<file path="src/rtl/perceptron_seq_if.sv">
// Valid/ready bundle for perceptron_seq: vector/bias/mode in, activated result out.
// The slave modport is the datapath view; master is the upstream/downstream view.
interface perceptron_seq_if #(
  parameter int N          = 8,
  parameter int DATA_WIDTH = 8
);
  logic                      in_valid;
  logic                      in_ready;
  logic [N*DATA_WIDTH-1:0]   x;
  logic [N*DATA_WIDTH-1:0]   w;
  logic [DATA_WIDTH-1:0]     b;
  logic [1:0]                act_mode;
  logic                      out_valid;
  logic                      out_ready;
  logic [DATA_WIDTH-1:0]     y;
  logic                      sat;

  modport slave (
    input  in_valid, x, w, b, act_mode, out_ready,
    output in_ready, out_valid, y, sat
  );

  modport master (
    output in_valid, x, w, b, act_mode, out_ready,
    input  in_ready, out_valid, y, sat
  );
endinterface

</file>
<file path="src/rtl/perceptron_seq.sv">
// Lane-parallel sequential perceptron: LANES MACs per cycle, then round,
// saturate and activate; result held until the downstream handshake.
module perceptron_seq #(
  parameter int N          = 8,
  parameter int DATA_WIDTH = 8,
  parameter int LANES      = 2,
  parameter int FRAC       = 4,
  parameter int LEAK_SHIFT = 3,
  localparam int ACC_WIDTH = 2*DATA_WIDTH + $clog2(N) + 2
) (
  input  logic              clk,
  input  logic              rst,
  perceptron_seq_if.slave   io,
  output logic              busy
);

  localparam int BEATS = N / LANES;
  localparam int BW    = (BEATS > 1) ? $clog2(BEATS) : 1;
  localparam int PW    = 2*DATA_WIDTH;

  localparam logic signed [ACC_WIDTH-1:0] RND  = ACC_WIDTH'(1 <<< (FRAC-1));
  localparam logic signed [ACC_WIDTH-1:0] MAXV =
    ACC_WIDTH'((1 <<< (DATA_WIDTH-1)) - 1);
  localparam logic signed [ACC_WIDTH-1:0] MINV = ~MAXV;

  if (N % LANES != 0) begin : g_chk_lanes
    $error("perceptron_seq: N must be a multiple of LANES");
  end
  if (LANES < 1 || LANES > N) begin : g_chk_range
    $error("perceptron_seq: LANES out of range");
  end
  if (FRAC < 1 || FRAC >= DATA_WIDTH) begin : g_chk_frac
    $error("perceptron_seq: FRAC out of range");
  end

  typedef enum logic [1:0] {IDLE, MAC, ACT, DONE} state_t;

  state_t state, state_nx;

  logic [N*DATA_WIDTH-1:0]        x_r, w_r;
  logic [1:0]                     mode_r;
  logic signed [ACC_WIDTH-1:0]    acc, lane_sum, q;
  logic [BW-1:0]                  beat;
  logic signed [PW-1:0]           xa [LANES];
  logic signed [PW-1:0]           wa [LANES];
  logic signed [DATA_WIDTH-1:0]   v_clip, v_act, y_r;
  logic                           sat_r, clip_hi, clip_lo;
  logic                           accept, last_beat;

  assign io.in_ready  = (state == IDLE) && !rst;
  assign io.out_valid = (state == DONE);
  assign io.y         = y_r;
  assign io.sat       = sat_r;
  assign busy         = (state != IDLE);

  assign accept    = io.in_valid && io.in_ready;
  assign last_beat = (beat == BW'(BEATS-1));

  // operands sign-extended to full product width before multiplying
  always_comb begin
    lane_sum = '0;
    for (int l = 0; l < LANES; l++) begin
      xa[l] = PW'($signed(x_r[(int'(beat)*LANES+l)*DATA_WIDTH +: DATA_WIDTH]));
      wa[l] = PW'($signed(w_r[(int'(beat)*LANES+l)*DATA_WIDTH +: DATA_WIDTH]));
      lane_sum = lane_sum + ACC_WIDTH'(xa[l] * wa[l]);
    end
  end

  always_comb begin
    q       = (acc + RND) >>> FRAC;
    clip_hi = (q > MAXV);
    clip_lo = (q < MINV);
    v_clip  = q[DATA_WIDTH-1:0];
    if (clip_hi) v_clip = MAXV[DATA_WIDTH-1:0];
    if (clip_lo) v_clip = MINV[DATA_WIDTH-1:0];
    v_act = v_clip;
    unique case (1'b1)
      (mode_r == 2'b00): v_act = v_clip;
      (mode_r == 2'b10): v_act = v_clip[DATA_WIDTH-1] ?
                                 (v_clip >>> LEAK_SHIFT) : v_clip;
      default:           v_act = v_clip[DATA_WIDTH-1] ? '0 : v_clip;
    endcase
  end

  always_ff @(posedge clk or posedge rst) begin
    if (rst) state <= IDLE;
    else     state <= state_nx;
  end

  always_comb begin
    state_nx = state;
    unique case (state)
      IDLE: if (accept)       state_nx = MAC;
      MAC:  if (last_beat)    state_nx = ACT;
      ACT:                    state_nx = DONE;
      DONE: if (io.out_ready) state_nx = IDLE;
      default:                state_nx = IDLE;
    endcase
  end

  always_ff @(posedge clk or posedge rst) begin
    if (rst) begin
      x_r    <= '0;
      w_r    <= '0;
      mode_r <= '0;
      acc    <= '0;
      beat   <= '0;
      y_r    <= '0;
      sat_r  <= 1'b0;
    end else begin
      if (accept) begin
        x_r    <= io.x;
        w_r    <= io.w;
        mode_r <= io.act_mode;
        acc    <= $signed({{(ACC_WIDTH-DATA_WIDTH){io.b[DATA_WIDTH-1]}},
                           io.b}) <<< FRAC;
        beat   <= '0;
      end
      if (state == MAC) begin
        acc  <= acc + lane_sum;
        beat <= beat + BW'(1);
      end
      if (state == ACT) begin
        y_r   <= v_act;
        sat_r <= clip_hi | clip_lo;
      end
    end
  end

endmodule
</file>
<file path="src/flat_wrapper.sv">
// flat-port wrapper written by rule: the top's interface ports become plain ports
module perceptron_seq_flat 
#(
  parameter int N          = 8,
  parameter int DATA_WIDTH = 8,
  parameter int LANES      = 2,
  parameter int FRAC       = 4,
  parameter int LEAK_SHIFT = 3,
  localparam int ACC_WIDTH = 2*DATA_WIDTH + $clog2(N) + 2
)
  (clk, rst, busy, io_in_valid, io_x, io_w, io_b, io_act_mode, io_out_ready, io_in_ready, io_out_valid, io_y, io_sat);
  perceptron_seq_if #(.N(N), .DATA_WIDTH(DATA_WIDTH)) io_i ();
  input  logic clk;
  input  logic rst;
  output logic busy;
  input wire logic [$bits(io_i.in_valid)-1:0] io_in_valid;
  input wire logic [$bits(io_i.x)-1:0] io_x;
  input wire logic [$bits(io_i.w)-1:0] io_w;
  input wire logic [$bits(io_i.b)-1:0] io_b;
  input wire logic [$bits(io_i.act_mode)-1:0] io_act_mode;
  input wire logic [$bits(io_i.out_ready)-1:0] io_out_ready;
  output wire logic [$bits(io_i.in_ready)-1:0] io_in_ready;
  output wire logic [$bits(io_i.out_valid)-1:0] io_out_valid;
  output wire logic [$bits(io_i.y)-1:0] io_y;
  output wire logic [$bits(io_i.sat)-1:0] io_sat;
  assign io_i.in_valid = io_in_valid;
  assign io_i.x = io_x;
  assign io_i.w = io_w;
  assign io_i.b = io_b;
  assign io_i.act_mode = io_act_mode;
  assign io_i.out_ready = io_out_ready;
  assign io_in_ready = io_i.in_ready;
  assign io_out_valid = io_i.out_valid;
  assign io_y = io_i.y;
  assign io_sat = io_i.sat;
  perceptron_seq #(.N(N), .DATA_WIDTH(DATA_WIDTH), .LANES(LANES), .FRAC(FRAC), .LEAK_SHIFT(LEAK_SHIFT)) u_core (.clk(clk), .rst(rst), .io(io_i), .busy(busy));
endmodule
</file>
<file path="config.mk">
export PLATFORM = sky130hd
export DESIGN_NAME = perceptron_seq_flat
export DESIGN_NICKNAME = d
export VERILOG_FILES = /design/src/rtl/perceptron_seq_if.sv /design/src/rtl/perceptron_seq.sv /design/src/flat_wrapper.sv
export SDC_FILE = /design/constraint.sdc
export NUM_CORES = 1
export LEC_CHECK = 0
export CORE_MARGIN = 2
export CORE_UTILIZATION = 45
export DETAILED_ROUTE_END_ITERATION = 10
export PLACE_DENSITY = 0.66
export SLEW_MARGIN = 15
export SYNTH_ARGS = -nofsm -noshare
export SYNTH_HDL_FRONTEND = slang
export SYNTH_SLANG_ARGS = --single-unit
</file>
<file path="constraint.sdc">
create_clock -name clk -period 11.55 [get_ports clk]
set_input_delay 1.155 -clock clk [delete_from_list [all_inputs] [get_ports clk]]
set_output_delay 1.155 -clock clk [all_outputs]
set_load 0.1 [all_outputs]
</file>
After elaboration in Yosys (flattened, before gate mapping)
Cells that the tools add are included.
Operators by class
  add/sub/neg operators: 5
  multiply operators: 2
  $lt $le $gt $ge: 2
  equality and inequality tests: 8
  shift operators: 4
  mux-type cells: 13
  bitwise logic cells: 1
  reductions and logical operators: 8
Operator list (count)
  $shiftx A64 B7 Y8: 2
  $shiftx A64 B8 Y8: 2
  $add A21 B21 Y21: 2
  $mux W21: 2
  $mul A8 B8 Y16: 2
  $mux W8: 3
  $add A21 B5 Y21 const B: 1
  $gt A17 B8 Y1 const B: 1
  $lt A17 B8 Y1 const B: 1
  $pmux W8 S2: 1
  $mux W2: 5
  $eq A2 B2 Y1 const B: 4
  $pmux W2 S4: 1
  $mux W7: 1
  $add A3 B1 Y4 const B: 1
  $logic_not A2 Y1: 2
  $ne A2 B1 Y1 const B: 2
  $reduce_bool A2 Y1: 2
  $reduce_and A3 Y1: 1
  $add A2 B1 Y2 const B: 1
  $eq A2 B1 Y1 const B: 1
  $logic_and A1 B1 Y1: 2
  $ne A2 B2 Y1 const B: 1
  $logic_not A1 Y1: 1
  $or A1 B1 Y1: 1
Word-level totals
  bits in registers: 164
  input port bits: 142

Longest topological paths before layout
Gate-level depths: netlist of run 1.
  depth in word-level cells: 6
  depth in mapped cells: 31
  mapped depth without buffers: 29

Least setup slack after synthesis of run 1
No wires, ideal clock.
  kind: register -> register
  from: reg u_core.beat[0]
  to: reg u_core.acc[20]
  arrival time: 7.729 ns
  data required time: 11.446 ns
  setup slack: 3.717 ns
  stages on the path, launching flop included: 30
  clock period less this slack: 7.833 ns
  path through: dfrtp_1 clkbuf_1 buf_2 mux4_2 and2_1 fa_1 inv_1 fa_1 inv_1 fa_1 inv_1 fa_1 inv_1 ha_1 a21oi_1 o21bai_1 a21oi_1 o21ai_0 a2111oi_0 nor3_1 fa_1 inv_1 ha_1 a21oi_1 nand2_1 a2111oi_1 nor3_1 nand3b_1 and4_1 a221oi_1
On the way
  cells in the longest elaborated chain, start to end: 6
Ends and longest elaborated chain
  from (decl): RTL line perceptron_seq.sv:43  | logic [BW-1:0] beat;
  from (signal assigned): RTL line perceptron_seq.sv:121  | beat <= beat + BW'(1);
  $add A3 B1 Y4: RTL line perceptron_seq.sv:63, perceptron_seq.sv:64
  $shiftx A64 B8 Y8, on equally long branches: RTL line perceptron_seq.sv:63, perceptron_seq.sv:64
  $mul A8 B8 Y16: RTL line perceptron_seq.sv:65  | lane_sum = lane_sum + ACC_WIDTH'(xa[l] * wa[l]);
  $add A21 B21 Y21 (*): RTL line perceptron_seq.sv:65
  $add A21 B21 Y21 (*): RTL line perceptron_seq.sv:120  | acc <= acc + lane_sum;
  $mux W21 (*): RTL line perceptron_seq.sv:119  | if (state == MAC) begin
  to (signal assigned): RTL line perceptron_seq.sv:115  | acc <= $signed({{(ACC_WIDTH-DATA_WIDTH){io.b[DATA_WIDTH-1]}},
  to (signal assigned): RTL line perceptron_seq.sv:120
  to (decl): RTL line perceptron_seq.sv:42  | logic signed [ACC_WIDTH-1:0] acc, lane_sum, q;
Every way passes the cells marked *; elsewhere a longest branch is shown, timed or not.
A chain may end at the register's enable or synchronous reset.

Worst setup path after layout of run 1
Ends and elaborated chain as after synthesis.

==> reports/results.tsv, run 1 <==
stage	metric	value	unit
setup_path	critPathKind	reg -> reg	
setup_path	crit_path_end_kind	flop	
placed_design	place_ws	3.07	ns
sta	max_freq	0.119	GHz
floorplan	io_pins	154	
synth	synth_cell_types	63	
global_route	use_met1	29.9	%
cts	postCtsSetupBuffers	0	
detailed_routing	dr.pass1.iters	5	
sta	setup_violations	0	
floorplan	dieArea	32500	um^2
global_route	grt_busiest_layer	met2	
global_route	grt_pass1_vias	10100	
sta	tns	0	ns
layout	area.growth.synth_to_final	18.4	%
cts	cts_buffer_depth	2	
global_route	met2_usage	31.3	%
layout	drive_gt1_share	15.3	%
cts	cts_tree	built	
global_route	antenna_found_initial	2	
cts	clk_latency	0.44	ns
setup_path	path_max_fanout	37	
layout	n_fill_cell	2665	
setup_path	path_common_cell	fa_1	
cts	root_buffer	clkbuf_16	
floorplan	die_x	180	um
setup_path	cpPeakStageDelay	0.68	ns
detailed_routing	avgViaCountPerCell	5.23	
setup_path	cp.arrival	8.73	ns
synth	synth_edf_count	0	
sta	fin_skew	0.0232	ns
floorplan	initial_core_util	45.7	%
synth	synth_seq_cells	164	
synth	synthFlopType	dfrtp_1	
global_route	grt_use_total	20.3	%
sta	hold_viol	0	
cts	path_clk_slew	0.08	ns
detailed_routing	vias	9615	
floorplan	coreArea	30600	um^2
global_route	grt_overflow	0	
global_route	use_met3	4.00	%
setup_path	worst_setup_path_start_kind	flop	
sta	slew_headroom	27.8	%
detailed_routing	wl_per_cell	17.4	um
detailed_routing	finalWirelength	32000	um
cts	clkSinkCount	164	
sta	hold_ws	0.500	ns
global_route	grt_pass1_wl	52900	um
cts	htreeDepth	4	
global_route	grt_max_degree	100	
detailed_routing	drc	0	
synth	synthesis.area	14000	um^2
layout	antennaDiodeCount	0	
synth	synthCells	1286	
sta	final.min_clock_period	8.40	ns
run_status	status	completed	
sta	rsz0062_at_grt	false	
synth	avgSynthCellArea	10.9	um^2
synth	ys_seq_area_share	29.3	%
sta	layout_setup_ws	3.15	ns
synth	yosysWarnings	0	
detailed_routing	drt-initial-drc-count	437	
detailed_routing	ant_nets	0	
synth	async_flop_share	100	%
cts	cts_resized	0	
setup_path	required	11.88	ns
placed_design	gp_congestion	0.841	
layout	final_nets	1787	
sta	maxSlewViolCount	0	
cts	cts_buffers	17	
floorplan	die_h	180	um
sta	period_share	72.8	%
hold_path	hold_path_class	reg -> reg	
placed_design	io_buffer_count	153	
flow_run	timing.max_cap.violations	0	
sta	worstMarginPinSlew	1.08	ns
placed_design	dp_hpwl	24600	um
synth	syn_nets	1644	
cts	cts_hold_buf	0	
setup_path	cp_slowest_cell	mux4_2	
floorplan	num_rows	64	
logic make-up (layout without fill, tap and decap cells):
logic type | after synthesis | after routing | synth area share (%)
AO/OA/AOI/OAI | 163 | 163 | 7.69
XOR/XNOR | 56 | 56 | 3.51
buffers and inverters | 253 | 409 | 6.84
flip-flops | 164 | 164 | 29.3
multiplexers | 172 | 172 | 16.2
adder cells (fa/ha/maj) | 216 | 216 | 26.4
AND/OR/NAND/NOR | 262 | 262 | 10.1
flip-flops by register name, indices dropped and copies added (netlist names):
name and cells:
u_core.io.sat 1, u_core.beat 2, u_core.w_r 64, u_core.io.y 8, u_core.x_r 64, u_core.state 2, u_core.acc 21, u_core.mode_r 2
critical path, delay by kind of cell (launching register included):
kind,cells,cell delay [ns]
adders and majority gates,7,3.34
AOI/OAI and AO/OA,8,2.00
and+or+nand+nor,6,1.15
buffers and inverters,5,0.76
muxes,1,0.68
DFF,1,0.34
path summary, 6_finish.rpt:
check / from / endpoint / slack [ns] / depth (start not counted)
worst min register to register: u_core.io.y[7] / u_core.io.y[7] / 0.50 / 2
worst min-delay path: u_core.io.y[7] / u_core.io.y[7] / 0.50 / 2
worst max-delay path: u_core.beat[0] / u_core.acc[20] / 3.15 / 27
max in group asynchronous: rst / u_core.w_r[37] / 8.79 / 3
worst max register to register: u_core.beat[0] / u_core.acc[20] / 3.15 / 27
min in group asynchronous: rst / u_core.acc[8] / 1.34 / 2
area by class of cell:
| type | instances | area (um^2) | area share, % |
|---|---|---|---|
| clock buffers | 18 | 439 | 2.65 |
| clock inverters | 14 | 185 | 1.12 |
| inverters | 218 | 823 | 4.97 |
| multi-input cells | 869 | 8930 | 53.9 |
| flip-flops and latches | 164 | 4110 | 24.8 |
| well taps | 396 | 495 | 2.99 |
| repair buffers | 159 | 1580 | 9.52 |
cells in the mapped netlist, types with 17 or more instances:
master,number,area [um^2]
inv_1,218,818
dfrtp_1,164,4100
mux2_2,134,1510
fa_1,131,2620
and2_1,88,551
ha_1,85,1060
nand2_1,70,263
a21oi_1,45,225
xnor2_1,40,350
mux4_2,30,676
o21ai_0,30,150
clkbuf_1,27,101
nor2_1,24,90.1
nand3_1,19,95.1
nor3_1,17,85.1
routing by layer:
layer  share of wire [%]  vias up  wire length [um]
met3                 5.0       26              1600
met4                 1.1        4               340
met5               0.072        -                23
met1                  49     4784             15600
met2                  45      229             14400
li1                    -     4572                 -
metrics by stage:
| stage | cell area (um^2) | utilization [%] | instances |
|---|---|---|---|
| global route | 16600 | 54.1 | 1838 |
| finish | 16600 | 54.1 | 1838 |
| CTS | 16600 | 54.1 | 1838 |
| detailed placement | 15900 | 52.1 | 1806 |
| global placement | 15900 | 52.1 | 1806 |
| floorplan | 14000 | - | 1286 |
placed cells by master (no fill, tap or decap), drive strengths merged, types with 7 or more instances in the layout:
master	netlist	routed
ha	85	85
and2	88	88
a211oi	10	10
xnor2	40	40
mux2i	8	8
nor3	18	18
nand3	19	19
xor2	16	16
mux4	30	30
nor4	7	7
dfrtp	164	164
a21oi	45	45
and3	9	9
mux2	134	134
nand2	70	70
clkbuf	27	18
o21bai	10	10
nor2	24	24
o21ai	33	33
clkdlybuf4s50	0	153
a21o	16	16
fa	131	131
inv	218	227
Power of run 1 is not shown: default switching activity piles up to over one toggle a cycle in this logic, so the estimate is an artifact.
==> inputs of run 2 (changes only) <==
--- a/config.mk
+++ b/config.mk
@@ -8,7 +8,7 @@
 export CORE_MARGIN = 2
 export CORE_UTILIZATION = 45
 export DETAILED_ROUTE_END_ITERATION = 10
-export PLACE_DENSITY = 0.66
+export PLACE_DENSITY = 0.69
 export SLEW_MARGIN = 15
 export SYNTH_ARGS = -nofsm -noshare
 export SYNTH_HDL_FRONTEND = slang
==> constraint.sdc (replaced) <==
create_clock -name clk -period 7.7 [get_ports clk]
set_input_delay 0.77 -clock clk [delete_from_list [all_inputs] [get_ports clk]]
set_output_delay 0.77 -clock clk [all_outputs]
set_load 0.1 [all_outputs]
==> run 2 against run 1 <==
Against the previous run:
- clock skew is 0.0064 ns lower
- sequential cell count stayed put
- worst setup slack worse by 2.8 ns
- register-to-register slack worse by 2.8 ns
==> reports/results.tsv, run 2 (synthesis gave the netlist of run 1 again) <==
stage	metric	value	unit	change
layout	final_cell_mix	inv_1 (217), dfrtp_1 (163), clkdlybuf4s50_1 (153)		was inv_1 (217), dfrtp_1 (162), clkdlybuf4s50_1 (153)
sta	final.min_clock_period	7.35	ns	was 8.40 ns
setup_path	path_max_fanout	6		was 37
setup_path	cp.arrival	7.64	ns	was 8.73 ns
sta	setup_violations	0		unchanged
cts	path_clk_slew	0.08	ns	about the same
layout	final_common_cell	inv_1		unchanged
detailed_routing	vias	10100		was 9615
run_status	status	completed		unchanged
sta	slew_headroom	23.7	%	was 27.8%
layout	stdcell_count	1920		was 1838
global_route	grt_max_degree	106		was 100
floorplan	num_rows	64		unchanged
setup_path	cpLargestDelayFamily	adder cells		unchanged
cts	cts_hold_buf	0		unchanged
cts	clk_latency	0.44	ns	about the same
detailed_routing	dr.pass1.iters	5		unchanged
layout	n_fill_cell	2593		was 2665
floorplan	initial_core_util	45.7	%	unchanged
floorplan	die_h	180	um	unchanged
hold_path	hold_start	u_core.io.y[7]		unchanged
detailed_routing	drt-initial-drc-count	713		was 437
sta	hold_viol	0		unchanged
sta	period_share	95.4	%	was 72.8%
setup_path	r2r-start	u_core.beat[0]		unchanged
setup_path	cp_slowest_cell	mux4_2		unchanged
sta	max_freq	0.136	GHz	was 0.119 GHz
global_route	grt_pass1_wl	55200	um	was 52900 um
sta	hold_ws	0.491	ns	was 0.500 ns
setup_path	path_common_cell	fa_1		unchanged
floorplan	coreArea	30600	um^2	unchanged
global_route	grt_use_total	21.0	%	was 20.3%
setup_path	critPathKind	reg -> reg		unchanged
cts	cts_buffers	17		unchanged
layout	seq_area	4110	um^2	about the same
placed_design	dp_hpwl	26300	um	was 24600 um
flow_run	timing.max_cap.violations	0		unchanged
cts	root_buffer	clkbuf_16		unchanged
cts	clkSinkCount	164		unchanged
global_route	grt_pass1_vias	10700		was 10100
cts	cts_tree	built		unchanged
floorplan	io_pins	154		unchanged
sta	fin_skew	0.0168	ns	was 0.0232 ns
sta	tns	0	ns	unchanged
layout	multi_input_area	9040	um^2	was 8930 um^2
cts	cts_buffer_depth	2		unchanged
hold_path	hold_path_depth	2		unchanged
detailed_routing	drc	0		unchanged
setup_path	cp_num_buf_inv	8		was 5
setup_path	worst-r2r-setup-slack	0.35	ns	was 3.15 ns
layout	final_cell_area	17300	um^2	was 16600 um^2
hold_path	holdPathEnd	u_core.io.y[7]		unchanged
layout	area.growth.synth_to_final	23.5	%	was 18.4%
setup_path	cpPeakStageDelay	0.60	ns	was 0.68 ns
cts	htreeDepth	4		unchanged
sta	worstMarginPinSlew	1.14	ns	was 1.08 ns
floorplan	dieArea	32500	um^2	unchanged
layout	drive_gt1_share	20.8	%	was 15.3%
setup_path	reg2reg_depth	26		was 27
detailed_routing	ant_nets	0		unchanged
setup_path	required	8.00	ns	was 11.88 ns
setup_path	worst_setup_path_start_kind	flop		unchanged
placed_design	gp_congestion	0.922		was 0.841
hold_path	hold_path_class	reg -> reg		unchanged
floorplan	die_x	180	um	unchanged
setup_path	r2r-end	u_core.acc[17]		was u_core.acc[20]
layout	final_nets	1868		was 1787
layout	reg.largest.list	u_core.w_r x64, u_core.x_r x64, u_core.acc x21		unchanged
detailed_routing	finalWirelength	33500	um	was 32000 um
sta	maxSlewViolCount	0		unchanged
placed_design	placed_cells	1879		was 1806
setup_path	crit_path_end_kind	flop		unchanged
global_route	grt_overflow	0		unchanged
detailed_routing	wl_per_cell	17.5	um	was 17.4 um
placed_design	placed_cell_area	16500	um^2	was 15900 um^2
global_route	antenna_found_initial	2		unchanged
placed_design	io_buffer_count	153		unchanged
detailed_routing	avgViaCountPerCell	5.28		was 5.23
run 2: changes by cell type in the layout (fill, tap and decap cells not counted), sizes merged:
cell	before	now
bufinv	2	0
diode	0	2
clkinvlp	0	4
buf	6	86
inv	227	225
run 2: worst reg2reg max path, cell delays in order (launching register included):
cell      delay [ns]
dfrtp_2         0.51
buf_6           0.18
mux4_2          0.60
buf_4           0.18
nor2_1          0.15
fa_1            0.47
fa_1            0.52
fa_1            0.54
inv_1           0.05
fa_1            0.52
inv_1           0.04
ha_1            0.29
inv_1           0.04
o21bai_1        0.17
a21oi_2         0.09
buf_4           0.13
buf_4           0.12
xor2_1          0.17
fa_1            0.53
inv_1           0.05
ha_1            0.36
nand3_1         0.16
nor4_1          0.58
o21bai_1        0.24
a31oi_1         0.26
mux2i_1         0.21
a311oi_1        0.06
run 2: worst max path at each step:
stage | from | end | cells after the start
floorplan | u_core.beat[0] | u_core.acc[20] | 29
finish | u_core.beat[0] | u_core.acc[17] | 26
global route | u_core.beat[0] | u_core.acc[19] | 28
global placement | u_core.beat[0] | u_core.acc[20] | 30
CTS | u_core.beat[0] | u_core.acc[20] | 31
detailed placement | u_core.beat[0] | u_core.acc[20] | 31
run 2: metal layers:
layer | track usage (%) | vias to the layer above | routed length [um]
met5 | 0 | - | 0
met4 | 4.03 | 0 | 357
met3 | 3.40 | 30 | 1950
met2 | 33.1 | 322 | 15400
met1 | 30.9 | 5048 | 15900
li1 | - | 4739 | -
run 2: cell type report:
class	instances	area share (%)
repair buffers	240	13.0
clock buffers	17	2.46
multi-input cells	869	52.3
clock inverters	14	0.797
well taps	396	2.87
flip-flops and latches	164	23.8
diodes	2	0.0290
inverters	218	4.77
run 2: what timing repair did:
item	4_1_cts	5_1_grt
gates resized for setup	2	25
setup endpoints to repair	2	5
pin swaps	0	7
setup buffers	1	6
gates cloned	0	1
run 2: stage by stage:
stage	worst slack (ns)	util, %
floorplan	0.0407	-
global placement	0.135	54.0
detailed placement	-0.00508	54.0
CTS	0.0514	55.8
global route	-0.00942	56.5
finish	0.353	56.5
Power of run 2 is left out for the same reason.
